## config.mk

```make
export PLATFORM = sky130hd
export DESIGN_NAME = fetch_unit
export DESIGN_NICKNAME = d
export VERILOG_FILES = /design/src/rtl/fetch_unit.sv
export SDC_FILE = /design/constraint.sdc
export NUM_CORES = 1
export LEC_CHECK = 0
export BUFFER_PORTS_ARGS = -buffer_cell sky130_fd_sc_hd__buf_4
export CAP_MARGIN = 40
export CORE_UTILIZATION = 57
export CTS_BUF_LIST = sky130_fd_sc_hd__clkbuf_16
export DETAILED_ROUTE_END_ITERATION = 16
export PLACE_DENSITY = 0.79
export SKIP_CTS_REPAIR_TIMING = 1
export SYNTH_ARGS = -nofsm -noshare
export SYNTH_HDL_FRONTEND = slang
export SYNTH_SLANG_ARGS = --single-unit
```

## constraint.sdc

```tcl
create_clock -name clk -period 6.63 [get_ports clk]
set_input_delay 1.326 -clock clk [delete_from_list [all_inputs] [get_ports clk]]
set_output_delay 1.326 -clock clk [all_outputs]
set_load 0.005 [all_outputs]
```

## src/rtl/fetch_unit.sv

```systemverilog
// fetch_unit -- instruction fetch stage feeding the decoder.
//
// Keeps the fetch PC, issues word requests to instruction memory over a
// req/ack handshake, buffers returned words in a DEPTH-entry prefetch FIFO
// and presents the head word to the decoder. A branch redirect flushes the
// queue. A request that is already outstanding is never withdrawn: its data
// is dropped when it returns.
//
// Parameters:
//   PC_RESET  fetch address after reset (word aligned)
//   DEPTH     prefetch queue entries, 2..8
//
// Ports:
//   clk, rst_n          clock, synchronous active-low reset
//   imem_req/addr       memory request valid / word address (registered)
//   imem_ack/rdata      memory response, data valid in the ack cycle
//   branch_valid/target redirect pulse and target (bits [1:0] ignored)
//   dec_ready           decoder accepts the presented instruction
//   instruction/instr_pc/isactive  queue head word, its address, head valid
//
// Optional feature, macro FETCH_PERF_EN:
//   perf_fetched  count of words pushed into the queue
//   perf_flushed  count of branch cycles plus acks dropped while discarding
module fetch_unit #(
  parameter logic [31:0] PC_RESET = 32'h0000_0000,
  parameter int          DEPTH    = 2
) (
  input  logic        clk,
  input  logic        rst_n,
  output logic        imem_req,
  output logic [31:0] imem_addr,
  input  logic        imem_ack,
  input  logic [31:0] imem_rdata,
  input  logic        branch_valid,
  input  logic [31:0] branch_target,
  input  logic        dec_ready,
  output logic [31:0] instruction,
  output logic [31:0] instr_pc,
  output logic        isactive
`ifdef FETCH_PERF_EN
  ,
  output logic [31:0] perf_fetched,
  output logic [31:0] perf_flushed
`endif
);

  localparam int PW = (DEPTH > 2) ? $clog2(DEPTH) : 1;
  localparam int CW = $clog2(DEPTH + 1);
  localparam logic [CW-1:0] DEPTH_C  = CW'(DEPTH);
  localparam logic [PW-1:0] PTR_LAST = PW'(DEPTH - 1);

  typedef enum logic [1:0] {IDLE, REQ, DISCARD} state_t;

  state_t        r_state, w_state_nxt;
  logic          r_imem_req, w_req_nxt;
  logic [31:0]   r_imem_addr, w_addr_nxt;
  logic [31:0]   r_pc, w_pc_nxt;
  logic [31:0]   r_q_data [DEPTH];
  logic [31:0]   r_q_pc   [DEPTH];
  logic [PW-1:0] r_wptr, r_rptr, w_rptr_nxt;
  logic [CW-1:0] r_count, w_count_pop, w_count_nxt;
  logic [31:0]   r_instr, r_instr_pc;
  logic          r_isactive;

  logic          w_ack, w_push, w_pop, w_fwd;
  logic [31:0]   w_target, w_head_data, w_head_pc;

  function automatic logic [PW-1:0] ptr_inc(input logic [PW-1:0] p);
    return (p == PTR_LAST) ? '0 : p + PW'(1);
  endfunction

  assign w_ack    = r_imem_req & imem_ack;
  assign w_target = {branch_target[31:2], 2'b00};
  // A branch wins over both queue operations in the same cycle.
  assign w_push   = (r_state == REQ) & w_ack & ~branch_valid;
  assign w_pop    = r_isactive & dec_ready & ~branch_valid;

  assign w_count_pop = r_count - CW'(w_pop);
  assign w_count_nxt = branch_valid ? '0 : w_count_pop + CW'(w_push);
  assign w_rptr_nxt  = w_pop ? ptr_inc(r_rptr) : r_rptr;

  // Word pushed into a queue that is (or becomes) empty this cycle is the
  // next head; bypass the storage so it shows up one cycle after the ack.
  assign w_fwd       = w_push & (w_count_pop == '0);
  assign w_head_data = w_fwd ? imem_rdata  : r_q_data[w_rptr_nxt];
  assign w_head_pc   = w_fwd ? r_imem_addr : r_q_pc[w_rptr_nxt];

  // ---------------- FSM: state register ----------------
  always_ff @(posedge clk) begin
    if (!rst_n) r_state <= IDLE;
    else        r_state <= w_state_nxt;
  end

  // ---------------- FSM: next state ----------------
  always_comb begin
    w_state_nxt = r_state;
    case (r_state)
      IDLE:    if (branch_valid || r_count < DEPTH_C) w_state_nxt = REQ;
      REQ: begin
        if (branch_valid)                           w_state_nxt = w_ack ? REQ : DISCARD;
        else if (w_ack && w_count_nxt == DEPTH_C)   w_state_nxt = IDLE;
      end
      // An ack that coincides with a further redirect still retires the
      // stale request, so go straight on to the newest target.
      DISCARD: if (w_ack) w_state_nxt = REQ;
      default: w_state_nxt = IDLE;
    endcase
  end

  // ---------------- FSM: outputs (next register values) ----------------
  always_comb begin
    w_pc_nxt   = r_pc;
    w_req_nxt  = r_imem_req;
    w_addr_nxt = r_imem_addr;
    if (branch_valid)  w_pc_nxt = w_target;
    else if (w_push)   w_pc_nxt = r_imem_addr + 32'd4;
    case (w_state_nxt)
      IDLE:    w_req_nxt = 1'b0;
      REQ: begin
        w_req_nxt = 1'b1;
        // New address only when a request starts or the current one retires.
        if (r_state != REQ || w_ack) w_addr_nxt = w_pc_nxt;
      end
      DISCARD: w_req_nxt = 1'b1;
      default: w_req_nxt = 1'b0;
    endcase
  end

  always_ff @(posedge clk) begin
    if (!rst_n) begin
      r_imem_req  <= 1'b0;
      r_imem_addr <= PC_RESET;
      r_pc        <= PC_RESET;
    end else begin
      r_imem_req  <= w_req_nxt;
      r_imem_addr <= w_addr_nxt;
      r_pc        <= w_pc_nxt;
    end
  end

  // ---------------- prefetch queue ----------------
  always_ff @(posedge clk) begin
    if (w_push) begin
      r_q_data[r_wptr] <= imem_rdata;
      r_q_pc[r_wptr]   <= r_imem_addr;
    end
  end

  always_ff @(posedge clk) begin
    if (!rst_n) begin
      r_wptr  <= '0;
      r_rptr  <= '0;
      r_count <= '0;
    end else begin
      r_count <= w_count_nxt;
      if (branch_valid) begin
        r_wptr <= '0;
        r_rptr <= '0;
      end else begin
        if (w_push) r_wptr <= ptr_inc(r_wptr);
        r_rptr <= w_rptr_nxt;
      end
    end
  end

  // Decoder-facing head registers; hold while stalled or empty.
  always_ff @(posedge clk) begin
    if (!rst_n) begin
      r_isactive <= 1'b0;
      r_instr    <= '0;
      r_instr_pc <= '0;
    end else begin
      r_isactive <= (w_count_nxt != '0);
      if (w_count_nxt != '0) begin
        r_instr    <= w_head_data;
        r_instr_pc <= w_head_pc;
      end
    end
  end

  assign imem_req    = r_imem_req;
  assign imem_addr   = r_imem_addr;
  assign instruction = r_instr;
  assign instr_pc    = r_instr_pc;
  assign isactive    = r_isactive;

`ifdef FETCH_PERF_EN
  logic [31:0] r_perf_fetched, r_perf_flushed;

  always_ff @(posedge clk) begin
    if (!rst_n) begin
      r_perf_fetched <= '0;
      r_perf_flushed <= '0;
    end else begin
      r_perf_fetched <= r_perf_fetched + 32'(w_push);
      r_perf_flushed <= r_perf_flushed + 32'(branch_valid)
                        + 32'((r_state == DISCARD) && w_ack);
    end
  end

  assign perf_fetched = r_perf_fetched;
  assign perf_flushed = r_perf_flushed;
`endif

endmodule

```

**After elaboration in Yosys (flattened, before gate mapping)**

Memories as Yosys holds them, arrays and structs flattened.
Index checks and enable logic that the tools add are counted.

- Flip-flop bits (word level): 136
- Output and inout bits: 98
- Memory bits (writable): 128
- Word-level logic and storage cells: 58
- Memories: 2

- Add/sub/neg operators: 5
- Order comparisons: 1
- Reductions and logical operators: 9
- Equal/unequal tests: 6
- Muxes and demuxes: 17
- Bitwise gates (word level): 8

Memory list:

| name | words | bits a word | rd ports | clocked after memory_dff | write ports | RTL line | text |
|---|---|---|---|---|---|---|---|
| r_q_data | 2 | 32 | 1 | 0 | 1 | 58 | `logic [31:0] r_q_data [DEPTH];` |
| r_q_pc | 2 | 32 | 1 | 0 | 1 | 59 | `logic [31:0] r_q_pc [DEPTH];` |

Operator list:

| operator | number |
|---|---|
| $mux 32 | 4 |
| $add 32x3->32 const B | 1 |
| $mux 2 | 6 |
| $and 1x1->1 | 6 |
| $eq 2x2->1 const B | 3 |
| $mux 1 | 6 |
| $pmux 2 s3 | 1 |
| $eq 2x1->1 const B | 2 |
| $logic_not 2->1 | 2 |
| $reduce_or 2->1 | 2 |
| $add 1x1->1 const B | 2 |
| $add 2x1->2 | 1 |
| $logic_or 1x1->1 | 2 |
| $lt 2x2->1 const B | 1 |
| $ne 2x1->1 const B | 1 |
| $not 1->1 | 2 |
| $reduce_and 2->1 | 1 |
| $reduce_bool 2->1 | 1 |
| $sub 2x1->2 | 1 |
| $logic_and 1x1->1 | 1 |

**Longest topological paths before layout**

Gate-level depths: netlist (run 1).

- Word-level depth: 13
- Gate-level depth with buffers: 19
- Mapped depth without buffers: 15

**Worst setup path before layout (run 1)**

Ideal clock, no wire load.

- Kind: input port to flip-flop
- From: input imem_ack
- To: memory r_q_data[0][0], enable pin
- Setup time: 0.486 ns
- Arrival: 4.773 ns
- Stages on the path: 5
- Slack: 1.371 ns
- Cells stage by stage: and2_1 clkbuf_1 nand3_1 buf_2 nor2_1

- Longest elaborated chain between the ends: 5

Ends and longest elaborated chain:

| what | RTL line | text |
|---|---|---|
| start, declared | 32 | `input logic imem_ack,` |
| $and 1x1->1 | 72 | `assign w_ack = r_imem_req & imem_ack;` |
| $and 1x1->1 (2 in a row) | 75 | `assign w_push = (r_state == REQ) & w_ack & ~branch_valid;` |
| $mux 1 | 143 | `if (w_push) begin` |
| $mux 1 (not written as such) | 144 | `r_q_data[r_wptr] <= imem_rdata;` |
| end, declared | 58 |  |

Every way passes these cells.

**Worst setup path after layout (run 1)**

- From: input branch_valid
- To: register r_imem_addr[31] (netlist: imem_addr[31])

- Longest elaborated chain between the ends: 12
- Elaborated cells between the ends (all ways): 17
- Classes of those cells: add/sub (2); eq/ne (2); mux (7); bitwise (3); reduce/logical (3)

Ends and longest elaborated chain:

| what | RTL line | text |
|---|---|---|
| start, declared | 34 | `input logic branch_valid,` |
| $not 1->1 | 75, 76 |  |
| $and 1x1->1 | 76 | `assign w_pop = r_isactive & dec_ready & ~branch_valid;` |
| $sub 2x1->2 | 78 | `assign w_count_pop = r_count - CW'(w_pop);` |
| $add 2x1->2 | 79 | `assign w_count_nxt = branch_valid ? '0 : w_count_pop + CW'(w_push);` |
| $mux 2 | 79 |  |
| $eq 2x2->1 | 101 | `else if (w_ack && w_count_nxt == DEPTH_C) w_state_nxt = IDLE;` |
| $logic_and 1x1->1 | 101 |  |
| $mux 2 | 101 |  |
| $mux 2 | 100 | `if (branch_valid) w_state_nxt = w_ack ? REQ : DISCARD;` |
| $pmux 2 s3 (*) | 97 | `case (r_state)` |
| net w_state_nxt[0] | 54 | `state_t r_state, w_state_nxt;` |
| $eq 2x1->1 (*) | 117 | `case (w_state_nxt)` |
| $reduce_and 2->1 (no line) (*) | -- |  |
| end signal, assigned | 136 | `r_imem_addr <= w_addr_nxt;` |
| end, declared | 56 | `logic [31:0] r_imem_addr, w_addr_nxt;` |

Mark *: on every way through the listed nets, which the timed path passes. The rest lies on a longest branch.
A chain may end at the register's enable or synchronous reset.

==> results.json, run 1 <==
{
  "status": "completed",
  "die_x_um": 140,
  "root_buffer": "clkbuf_16",
  "postRouteAntennaNets": 0,
  "worst_ep_required_time_ns": 7.07,
  "io_buffer_count": 164,
  "setup-tns-final_ns": 0,
  "maxSlewHeadroom": 0.406,
  "hold_viol_final": 0,
  "skew_ns": 0.0135,
  "holdCritPathClass": "register to register",
  "cp-end-kind": "register",
  "post-synth-top-count-cell": "dfxtp_1",
  "r2r_start": "isactive",
  "place_hpwl_mm": 15.9,
  "cp_data_arrival_time_ns": 4.94,
  "yosysSeqAreaShare": 0.601,
  "grt_usage": 0.262,
  "path_cells": "buf_4, nand3b_1, inv_1, ha_1, inv_1, ha_1, xnor2_1, a31o_2, nand2_1, o41ai_1, a21oi_1, ha_1, o21a_1, buf_4, buf_4, nand2_1, o21ai_0, o21bai_1",
  "ctsHtreeMaxLevel": 1,
  "yosys.area_share.adder": 0.00458,
  "floorplan.initialDensity": 0.583,
  "synth_xor_area_frac": 0.0160,
  "globalplace.congestion": 0.844,
  "drive_gt1_frac": 0.213,
  "drc_errors": 0,
  "holdPathEnd": "r_pc[1]",
  "synth_warnings": 0,
  "hold_ws_ns": 0.459,
  "netlist_area_mm2": 0.0109,
  "drt_first_iter_violations": 570,
  "dp.cells": 1319,
  "grt_pass1_wl_mm": 41.4,
  "syn_to_final_growth_pct": 20.6,
  "synth_top_area_share": 0.352,
  "stdcell_count": 1368,
  "rrSetupSlack_ns": 3.25,
  "yosys_most_used_dff": "dfxtp_1",
  "start_kind": "primary input",
  "core-area_mm2": 0.0188,
  "criticalPathCategory": "primary input to register",
  "synth_compound_area_frac": 0.201,
  "rsz0062_at_grt": "no",
  "synthMuxAreaShare": 0.00652,
  "period_minus_slack_ns": 4.50,
  "period_share": 0.678,
  "row_count": 50,
  "dieHeight_um": 140,
  "grt_pass1_vias": 7922,
  "maxSlewViolCount": 0,
  "ys_types": 61,
  "wl_per_cell_um": 19.1,
  "antenna_found_initial": 0,
  "slowest_stage": "buf_4",
  "final_nets": 1187,
  "cts_buffers": 27,
  "hold_start": "r_pc[1]",
  "p_per_area_mw_per_mm2": 279,
  "ioPinCount": 167,
  "syn_inst": 985,
  "synth_commonest_cells": "dfxtp_1 (136), edfxtp_1 (128), o21ai_0 (104), a211oi_1 (72), nor2b_1 (69)",
  "r2r_cells": 17,
  "die_area_mm2": 0.0197,
  "grt_max_degree": 87,
  "synthTopCellsByArea": "edfxtp_1 (35%), dfxtp_1 (25%), o2bb2ai_1 (5.1%)",
  "clk_pin_slew_ns": 0.06,
  "routed_wl_mm": 26.2,
  "reg2reg_to": "imem_addr[31]",
  "setup_viol": 0,
  "synth_seq_cells": 264,
  "peakVddDrop_v": 0.000168,
  "crit_fanout": 66,
  "p_leak_uw": 0.00472,
  "power_uw": 3680,
  "clock.fmax_mhz": 222,
  "synth_edf_count": 128,
  "clockBufferDepth": 3,
  "critPathMaxStageDelay_ns": 0.51,
  "drtPass1Iterations": 5,
  "hold_depth": 2,
  "vias": 8417,
  "cts_sinks": 264,
  "cts_tree": "done",
  "synth_nets": 1058,
  "avgSynthCellArea_um2": 11.1,
  "via_per_inst": 6.15,
  "synth-async-reset-ratio": 0,
  "synth_top_area_cell": "edfxtp_1",
  "grt-ovfl-total": 0,
  "tightest_slew_ns": 0.891,
  "synth_top_family_by_area": "compound AO/OA/AOI/OAI gates",
  "cap_violations": 0,
  "clkLatencyLatePin_ns": 0.52,
  "num_antenna_cells": 0,
  "yosys.area_share.simple": 0.134
}
kinds of logic (layout without fill, tap and decap cells):
kind of cell             Yosys count  after routing
XOR/XNOR                          20             20
adder cells (fa/ha/maj)            4              4
multiplexers                       7              7
AND/OR/NAND/NOR                  264            264
buffers and inverters             96            245
AO/OA/AOI/OAI                    330            330
flip-flops                       264            264
cell type report:
cell class	instances	area (um^2)
clock inverter	22	178
clock buffer	27	676
timing repair buffer	181	1420
sequential	264	6570
tap	234	293
inverter	15	56.3
multi-input combinational	625	4000
fill	1400	5580
stage by stage:
step / setup WS [ns] / area [um^2] / util
2_1_floorplan: 1.37 / 10900 / -
3_5_place_dp: 1.61 / 12300 / 0.657
6_report: 2.13 / 13200 / 0.703
5_1_grt: 1.87 / 13200 / 0.703
3_3_place_gp: 1.74 / 12200 / 0.652
4_1_cts: 2.16 / 13200 / 0.703
critical path: cells and delay by family:
family	cells	cell delay, ns
buffers and inverters	5	1.20
AO/OA/AOI/OAI	6	0.97
adder cells (fa/ha/maj)	3	0.71
AND/OR/NAND/NOR	3	0.54
XOR/XNOR	1	0.18
flip-flops by register name (all words and copies together), names as in the netlist:
name	count
r_pc	32
r_rptr	1
r_count	2
instruction	32
r_wptr	1
r_q_data	64
isactive	1
r_state	2
imem_addr	32
instr_pc	32
r_q_pc	64
imem_req	1
how the worst max path moves through the flow:
stage / from / end / cells after the start
after global placement: branch_valid / imem_addr[31] / 18
after detailed placement: branch_valid / imem_addr[31] / 18
after global routing: branch_valid / imem_addr[12] / 18
after floorplan: imem_ack / r_q_data[0][0] / 5
after CTS: branch_valid / imem_addr[31] / 18
final: branch_valid / imem_addr[31] / 18
routing by layer:
metal | track usage | wire length (um) | up-vias
met4 | 0.0715 | 461 | 0
met1 | 0.362 | 11300 | 4102
met3 | 0.0325 | 1800 | 44
met2 | 0.440 | 12600 | 306
li1 | - | - | 3965
met5 | 0 | 0 | -
cells in the final DEF (no fill, tap or decap), drive strengths merged, types with 3 or more instances in the layout:
cell type  Yosys  layout
buf           22     181
dfxtp        136     136
edfxtp       128     128
o21ai        104     104
a211oi        72      72
nor2b         69      69
o2bb2ai       64      64
nand2         48      48
nor2          48      48
a21oi         47      47
clkbuf        58      27
nand3         21      21
inv           15      18
clkinv         0      16
nor3          13      13
xnor2         11      11
nand4         11      11
nor4          10      10
xor2           9       9
a31oi          8       8
and4           8       8
and2           7       7
and3           7       7
mux2i          6       6
nand2b         6       6
or3            5       5
a221oi         5       5
o21a           5       5
o31ai          4       4
ha             4       4
a22oi          3       3
nor3b          3       3
a222oi         3       3
bufinv         0       3
power by group:
part	leakage (uW)	internal, uW	switching, uW
Sequential	0.00227	1780	104
Combinational	0.00199	153	182
Clock	0.000447	854	603
(Power assumes the default switching activity.)
==> run 2: changes to the inputs <==
ABC_AREA = 1   (was default)
clock period = 4.6 ns   (was 6.63 ns; I/O delays follow)
==> run 2 against run 1 <==
Net effect: total power increased by 49%; combinational power increased by 68%; area after synthesis increased by 3.1%; clock power increased by 47%; critical path depth increased by 1; die area increased by 3.1%; cell area increased by 3.0%; non-clock buffer count decreased by 6; critical path type unchanged; largest power group unchanged.
==> results.json, run 2 <==
{
  "cp-end-kind": "register",
  "crit_buf_inv": 6,
  "grt_pass1_wl_mm": 40.9,
  "tightest_slew_ns": 0.801,
  "rrSetupSlack_ns": 1.66,
  "synth_top_area_share": 0.341,
  "worst-path-stages": 19,
  "cts_sinks": 264,
  "maxSlewHeadroom": 0.465,
  "place_hpwl_mm": 15.8,
  "synthTopCellsByArea": "edfxtp_1 (34%), dfxtp_1 (24%), nand2_1 (12%)",
  "via_per_inst": 5.30,
  "yosys_most_used_dff": "dfxtp_1",
  "core-area_mm2": 0.0194,
  "crit_family": "buffers and inverters",
  "setup_viol": 0,
  "r2r_start": "imem_req",
  "postRouteAntennaNets": 0,
  "synth_nets": 1311,
  "slowest_stage": "buf_4",
  "synth_top_family_by_area": "simple AND/OR/NAND/NOR gates",
  "final.fill_count": 1503,
  "path_cells": "buf_4, nor2_4, ha_1, inv_1, ha_1, inv_1, nand2_1, nand3_2, nand3b_1, nand2_1, nand2_1, ha_1, o21ai_1, clkinv_1, buf_4, nor2_1, nor2_1, o21ai_0, inv_1",
  "synth_top_area_cell": "edfxtp_1",
  "skew_ns": 0.00778,
  "clock.fmax_mhz": 316,
  "seqCellArea_mm2": 0.00657,
  "globalplace.congestion": 0.876,
  "grt-ovfl-total": 0,
  "clkLatencyLatePin_ns": 0.52,
  "setup-tns-final_ns": 0,
  "final_cell_mix": "nand2_1 (375), buf_4 (171), inv_1 (141)",
  "period_minus_slack_ns": 3.16,
  "start_kind": "primary input",
  "avgSynthCellArea_um2": 9.11,
  "cap_violations": 0,
  "vias": 8816,
  "yosysSeqAreaShare": 0.582,
  "cp_data_arrival_time_ns": 3.58,
  "final_nets": 1450,
  "multi_input_area_mm2": 0.00391,
  "io_buffer_count": 164,
  "drive_gt1_frac": 0.183,
  "synth_edf_count": 128,
  "root_buffer": "clkbuf_16",
  "clockBufferDepth": 3,
  "synth_warnings": 0,
  "cts_tree": "done",
  "critPathMaxStageDelay_ns": 0.37,
  "wl_per_cell_um": 15.3,
  "reg2reg_to": "imem_addr[6]",
  "status": "completed",
  "syn_to_final_growth_pct": 20.4,
  "layout_commonest_cell": "nand2_1",
  "criticalPathCategory": "primary input to register",
  "clk_pin_slew_ns": 0.06,
  "rsz0062_at_grt": "no",
  "peakVddDrop_v": 0.000293,
  "antenna_found_initial": 0,
  "p_leak_uw": 0.00612,
  "synthMuxAreaShare": 0,
  "die_area_mm2": 0.0203,
  "synth_seq_cells": 264,
  "hold_viol_final": 0,
  "top_regs": "r_q_data: 64 flops, r_q_pc: 64 flops",
  "synth_compound_area_frac": 0.138,
  "ys_types": 35,
  "cp-endpoint": "imem_addr[6]",
  "netlist_area_mm2": 0.0113,
  "syn_inst": 1238,
  "hold_start": "instruction[12]",
  "hold_ws_ns": 0.451,
  "p_per_area_mw_per_mm2": 403,
  "floorplan.initialDensity": 0.581,
  "dieHeight_um": 143,
  "yosys.area_share.adder": 0.00444,
  "maxSlewViolCount": 0,
  "grt_pass1_vias": 8307,
  "num_antenna_cells": 0,
  "synth_xor_area_frac": 0.00910,
  "crit_fanout": 44,
  "row_count": 51,
  "worst_ep_required_time_ns": 5.02,
  "cts_buffers": 27,
  "holdCritPathClass": "register to register",
  "drc_errors": 0,
  "period_share": 0.688,
  "drtPass1Iterations": 5,
  "die_x_um": 143,
  "drt_first_iter_violations": 569,
  "grt_usage": 0.254,
  "grt_max_degree": 130,
  "routed_wl_mm": 25.5,
  "ioPinCount": 167,
  "yosys.area_share.simple": 0.191,
  "r2r_cells": 19,
  "synth-async-reset-ratio": 0,
  "synth_commonest_cells": "nand2_1 (375), dfxtp_1 (136), inv_1 (132), edfxtp_1 (128), o211ai_1 (115)",
  "ctsHtreeMaxLevel": 1,
  "post-synth-top-count-cell": "nand2_1",
  "crit_path_start": "branch_valid"
}
[run 2: cell count changes in the layout (fill, tap and decap cells not counted), sizes merged, moves of 9 or more]
cell / change
nor4: -10
nor2b: -69
o2bb2ai: -64
nor3: -13
inv: +131
nor2: +42
o21ai: -78
o211ai: +133
nand2: +329
nand4: -9
nand3: +36
a211oi: -71
a21oi: +11
[run 2: worst min path at each step]
stage | end | cells past startpoint | slack (ns)
final | instruction[12] | 2 | 0.45
after global routing | instr_pc[19] | 2 | 0.47
after CTS | instruction[26] | 2 | 0.45
after detailed placement | instruction[31] | 2 | 0.44
after global placement | instruction[15] | 2 | 0.44
after floorplan | instruction[10] | 2 | 0.45
[run 2: where the power goes]
| group | internal, uW | switching [uW] | total [uW] |
|---|---|---|---|
| sequential | 2590 | 166 | 2760 |
| clock | 1280 | 863 | 2150 |
| combinational | 246 | 317 | 563 |
| total | 4120 | 1350 | 5470 |
[run 2: kinds of logic (layout without fill, tap and decap cells)]
group,after synthesis,in the layout
AND/OR/NAND/NOR,530,530
flip-flops,264,264
AO/OA/AOI/OAI,223,223
XOR/XNOR,10,10
adder cells (fa/ha/maj),4,4
buffers and inverters,207,366
[run 2: per-stage QoR]
stage          instances  cell area (um^2)  utilization  worst slack, ns  power (uW)
2_1_floorplan       1238             11300            -            0.915        3070
5_1_grt             1662             13600        0.700             1.11        5680
4_1_cts             1662             13600        0.700             1.45        5500
3_3_place_gp        1613             12700        0.655            0.997        3340
3_5_place_dp        1613             12700        0.655            0.900        3360
6_report            1662             13600        0.700             1.44        5470
[run 2: area by class of cell]
type                       count  area share
sequential                   264       0.484
clock buffer                  27      0.0498
timing repair buffer         175       0.100
tap                          265      0.0244
clock inverter                22      0.0147
multi-input combinational    767       0.288
inverter                     142      0.0393
[run 2: worst reg2reg max path, stage by stage, from the launching register on]
cell and delay (ns):
dfxtp_1 0.40, nand2_1 0.18, inv_2 0.15, nand2_4 0.19
nor2_8 0.14, ha_1 0.18, inv_1 0.05, nand2_1 0.08
nand3_2 0.13, nand3b_1 0.21, nand2_1 0.08, nand2_1 0.06
ha_1 0.19, o21ai_1 0.11, clkinv_1 0.08, buf_4 0.28
nor2_1 0.15, nor2_1 0.05, o21ai_0 0.09, inv_1 0.05
[run 2: per-layer routing]
metal  part of all wire  global-route usage  up-vias
li1                   -                   -     4413
met1               0.44               0.336     4095
met2               0.48               0.429      263
met3              0.058              0.0339       45
met4              0.026              0.0889        0
met5                  0                   0        -
==> run 3: changes to the inputs <==
clock period = 3 ns   (was 4.6 ns; I/O delays follow)
==> run 3 against run 2 <==
Net effect: sequential share of layout area fell by 0.36 points; worst setup slack got worse by 1.0 ns; sequential cell count did not move; clock power rose by 45%; non-clock buffer count rose by 15; utilization rose by 0.53 points; critical path depth did not move; via count rose by 3.1%; cell area rose by 0.76%; first-iteration DRC count rose by 15%; cell count rose by 0.90%; critical path type is now register to register.
==> results.json, run 3 (synthesis gave the netlist of run 2 again) <==
{
  "cts_tree": "done",
  "crit_buf_inv": 5,
  "cp-endpoint": "imem_addr[6]",
  "clkLatencyLatePin_ns": 0.52,
  "postRouteAntennaNets": 0,
  "p_per_area_mw_per_mm2": 603,
  "r2r_start": "isactive",
  "core-area_mm2": 0.0194,
  "cts_sinks": 264,
  "cap_violations": 0,
  "crit_path_start": "isactive",
  "final_nets": 1465,
  "reg2reg_to": "imem_addr[6]",
  "hold_viol_final": 0,
  "crit_family": "simple AND/OR/NAND/NOR gates",
  "setup_viol": 0,
  "routed_wl_mm": 26.2,
  "antenna_found_initial": 0,
  "stdcell_count": 1677,
  "via_per_inst": 5.42,
  "crit_fanout": 38,
  "multi_input_area_mm2": 0.00391,
  "num_antenna_cells": 0,
  "grt_usage": 0.260,
  "slowest_stage": "dfxtp_1",
  "dieHeight_um": 143,
  "p_leak_uw": 0.00618,
  "root_buffer": "clkbuf_16",
  "start_kind": "register",
  "rrSetupSlack_ns": 0.42,
  "cp_data_arrival_time_ns": 3.00,
  "holdCritPathClass": "primary input to register",
  "ctsHtreeMaxLevel": 1,
  "die_x_um": 143,
  "vias": 9092,
  "dp.cells": 1628,
  "grt-ovfl-total": 0,
  "status": "completed",
  "worst_ep_required_time_ns": 3.42,
  "seqCellArea_mm2": 0.00657,
  "final_cell_mix": "nand2_1 (375), buf_4 (183), inv_1 (142)",
  "floorplan.initialDensity": 0.581,
  "final.fill_count": 1542,
  "grt_max_degree": 99,
  "grt_pass1_wl_mm": 41.6,
  "fin_ws_ns": 0.416,
  "drive_gt1_frac": 0.189,
  "r2r_cells": 19,
  "maxSlewViolCount": 0,
  "cp_common_cell": "nand2_1",
  "clockBufferDepth": 3,
  "power_uw": 8250,
  "io_buffer_count": 164,
  "period_minus_slack_ns": 2.58,
  "drtPass1Iterations": 7,
  "setup-tns-final_ns": 0,
  "critPathMaxStageDelay_ns": 0.33,
  "tightest_slew_ns": 0.674,
  "layout_commonest_cell": "nand2_1",
  "globalplace.congestion": 0.887,
  "worst-path-stages": 19,
  "rsz0062_at_grt": "no",
  "hold_ws_ns": 0.269,
  "row_count": 51,
  "wl_per_cell_um": 15.6,
  "syn_to_final_growth_pct": 21.4,
  "maxSlewHeadroom": 0.551,
  "peakVddDrop_v": 0.000484,
  "period_share": 0.861,
  "skew_ns": 0.0119,
  "clock.fmax_mhz": 387,
  "place_hpwl_mm": 16.5,
  "place_ws_ns": 0.0556,
  "grt_pass1_vias": 8315,
  "cp-end-kind": "register",
  "drt_first_iter_violations": 655,
  "die_area_mm2": 0.0203,
  "criticalPathCategory": "register to register",
  "path_cells": "nand2_1, nor2_4, ha_1, inv_1, ha_1, inv_1, nand2_1, nand3_2, nand3b_1, nand2_1, nand2_1, ha_1, o21ai_1, clkinv_1, buf_12, nor2_1, nor2_1, o21ai_0, inv_1",
  "cts_buffers": 27,
  "clk_pin_slew_ns": 0.06,
  "top_regs": "r_q_data: 64 flops, r_q_pc: 64 flops",
  "ioPinCount": 167,
  "drc_errors": 0
}
## run 3: cell count changes in the layout (fill, tap and decap cells not counted), sizes merged
cell / before / now
buf: 175 / 190
bufinv: 4 / 2
clkinv: 10 / 13
clkinvlp: 1 / 0
## run 3: stage by stage
stage / utilization / cell area (um^2)
2_1_floorplan: - / 11300
3_3_place_gp: 0.663 / 12900
3_5_place_dp: 0.663 / 12900
4_1_cts: 0.705 / 13700
5_1_grt: 0.705 / 13700
6_report: 0.705 / 13700
## run 3: layer usage
layer  wire, um  global-route usage  share of wire
met1      11200               0.348           0.43
met2      12600               0.436           0.48
met3       1800              0.0325          0.069
met4        631              0.0905          0.024
met5          0                   0              0
## run 3: cell type report
cell class / count / share of cell area
well taps: 265 / 0.0242
multi-input cells: 767 / 0.286
clock inverters: 22 / 0.0112
clock buffers: 27 / 0.0494
inverters: 142 / 0.0390
repair buffers: 190 / 0.111
flip-flops and latches: 264 / 0.480
## run 3: worst min-delay path by stage
stage / to / startpoint / cells after the start / slack [ns]
after global placement: instruction[17] / instruction[17] / 2 / 0.44
after global routing: r_q_data[0][30] / imem_rdata[30] / 1 / 0.26
final: r_q_data[1][29] / imem_rdata[29] / 1 / 0.27
after detailed placement: instruction[17] / instruction[17] / 2 / 0.44
after floorplan: instruction[10] / instruction[10] / 2 / 0.45
after CTS: r_q_data[1][29] / imem_rdata[29] / 1 / 0.25
## run 3: power breakdown
group	switching, uW	internal (uW)
logic	500	402
clock network	1320	1800
registers	259	3980
total	2080	6180
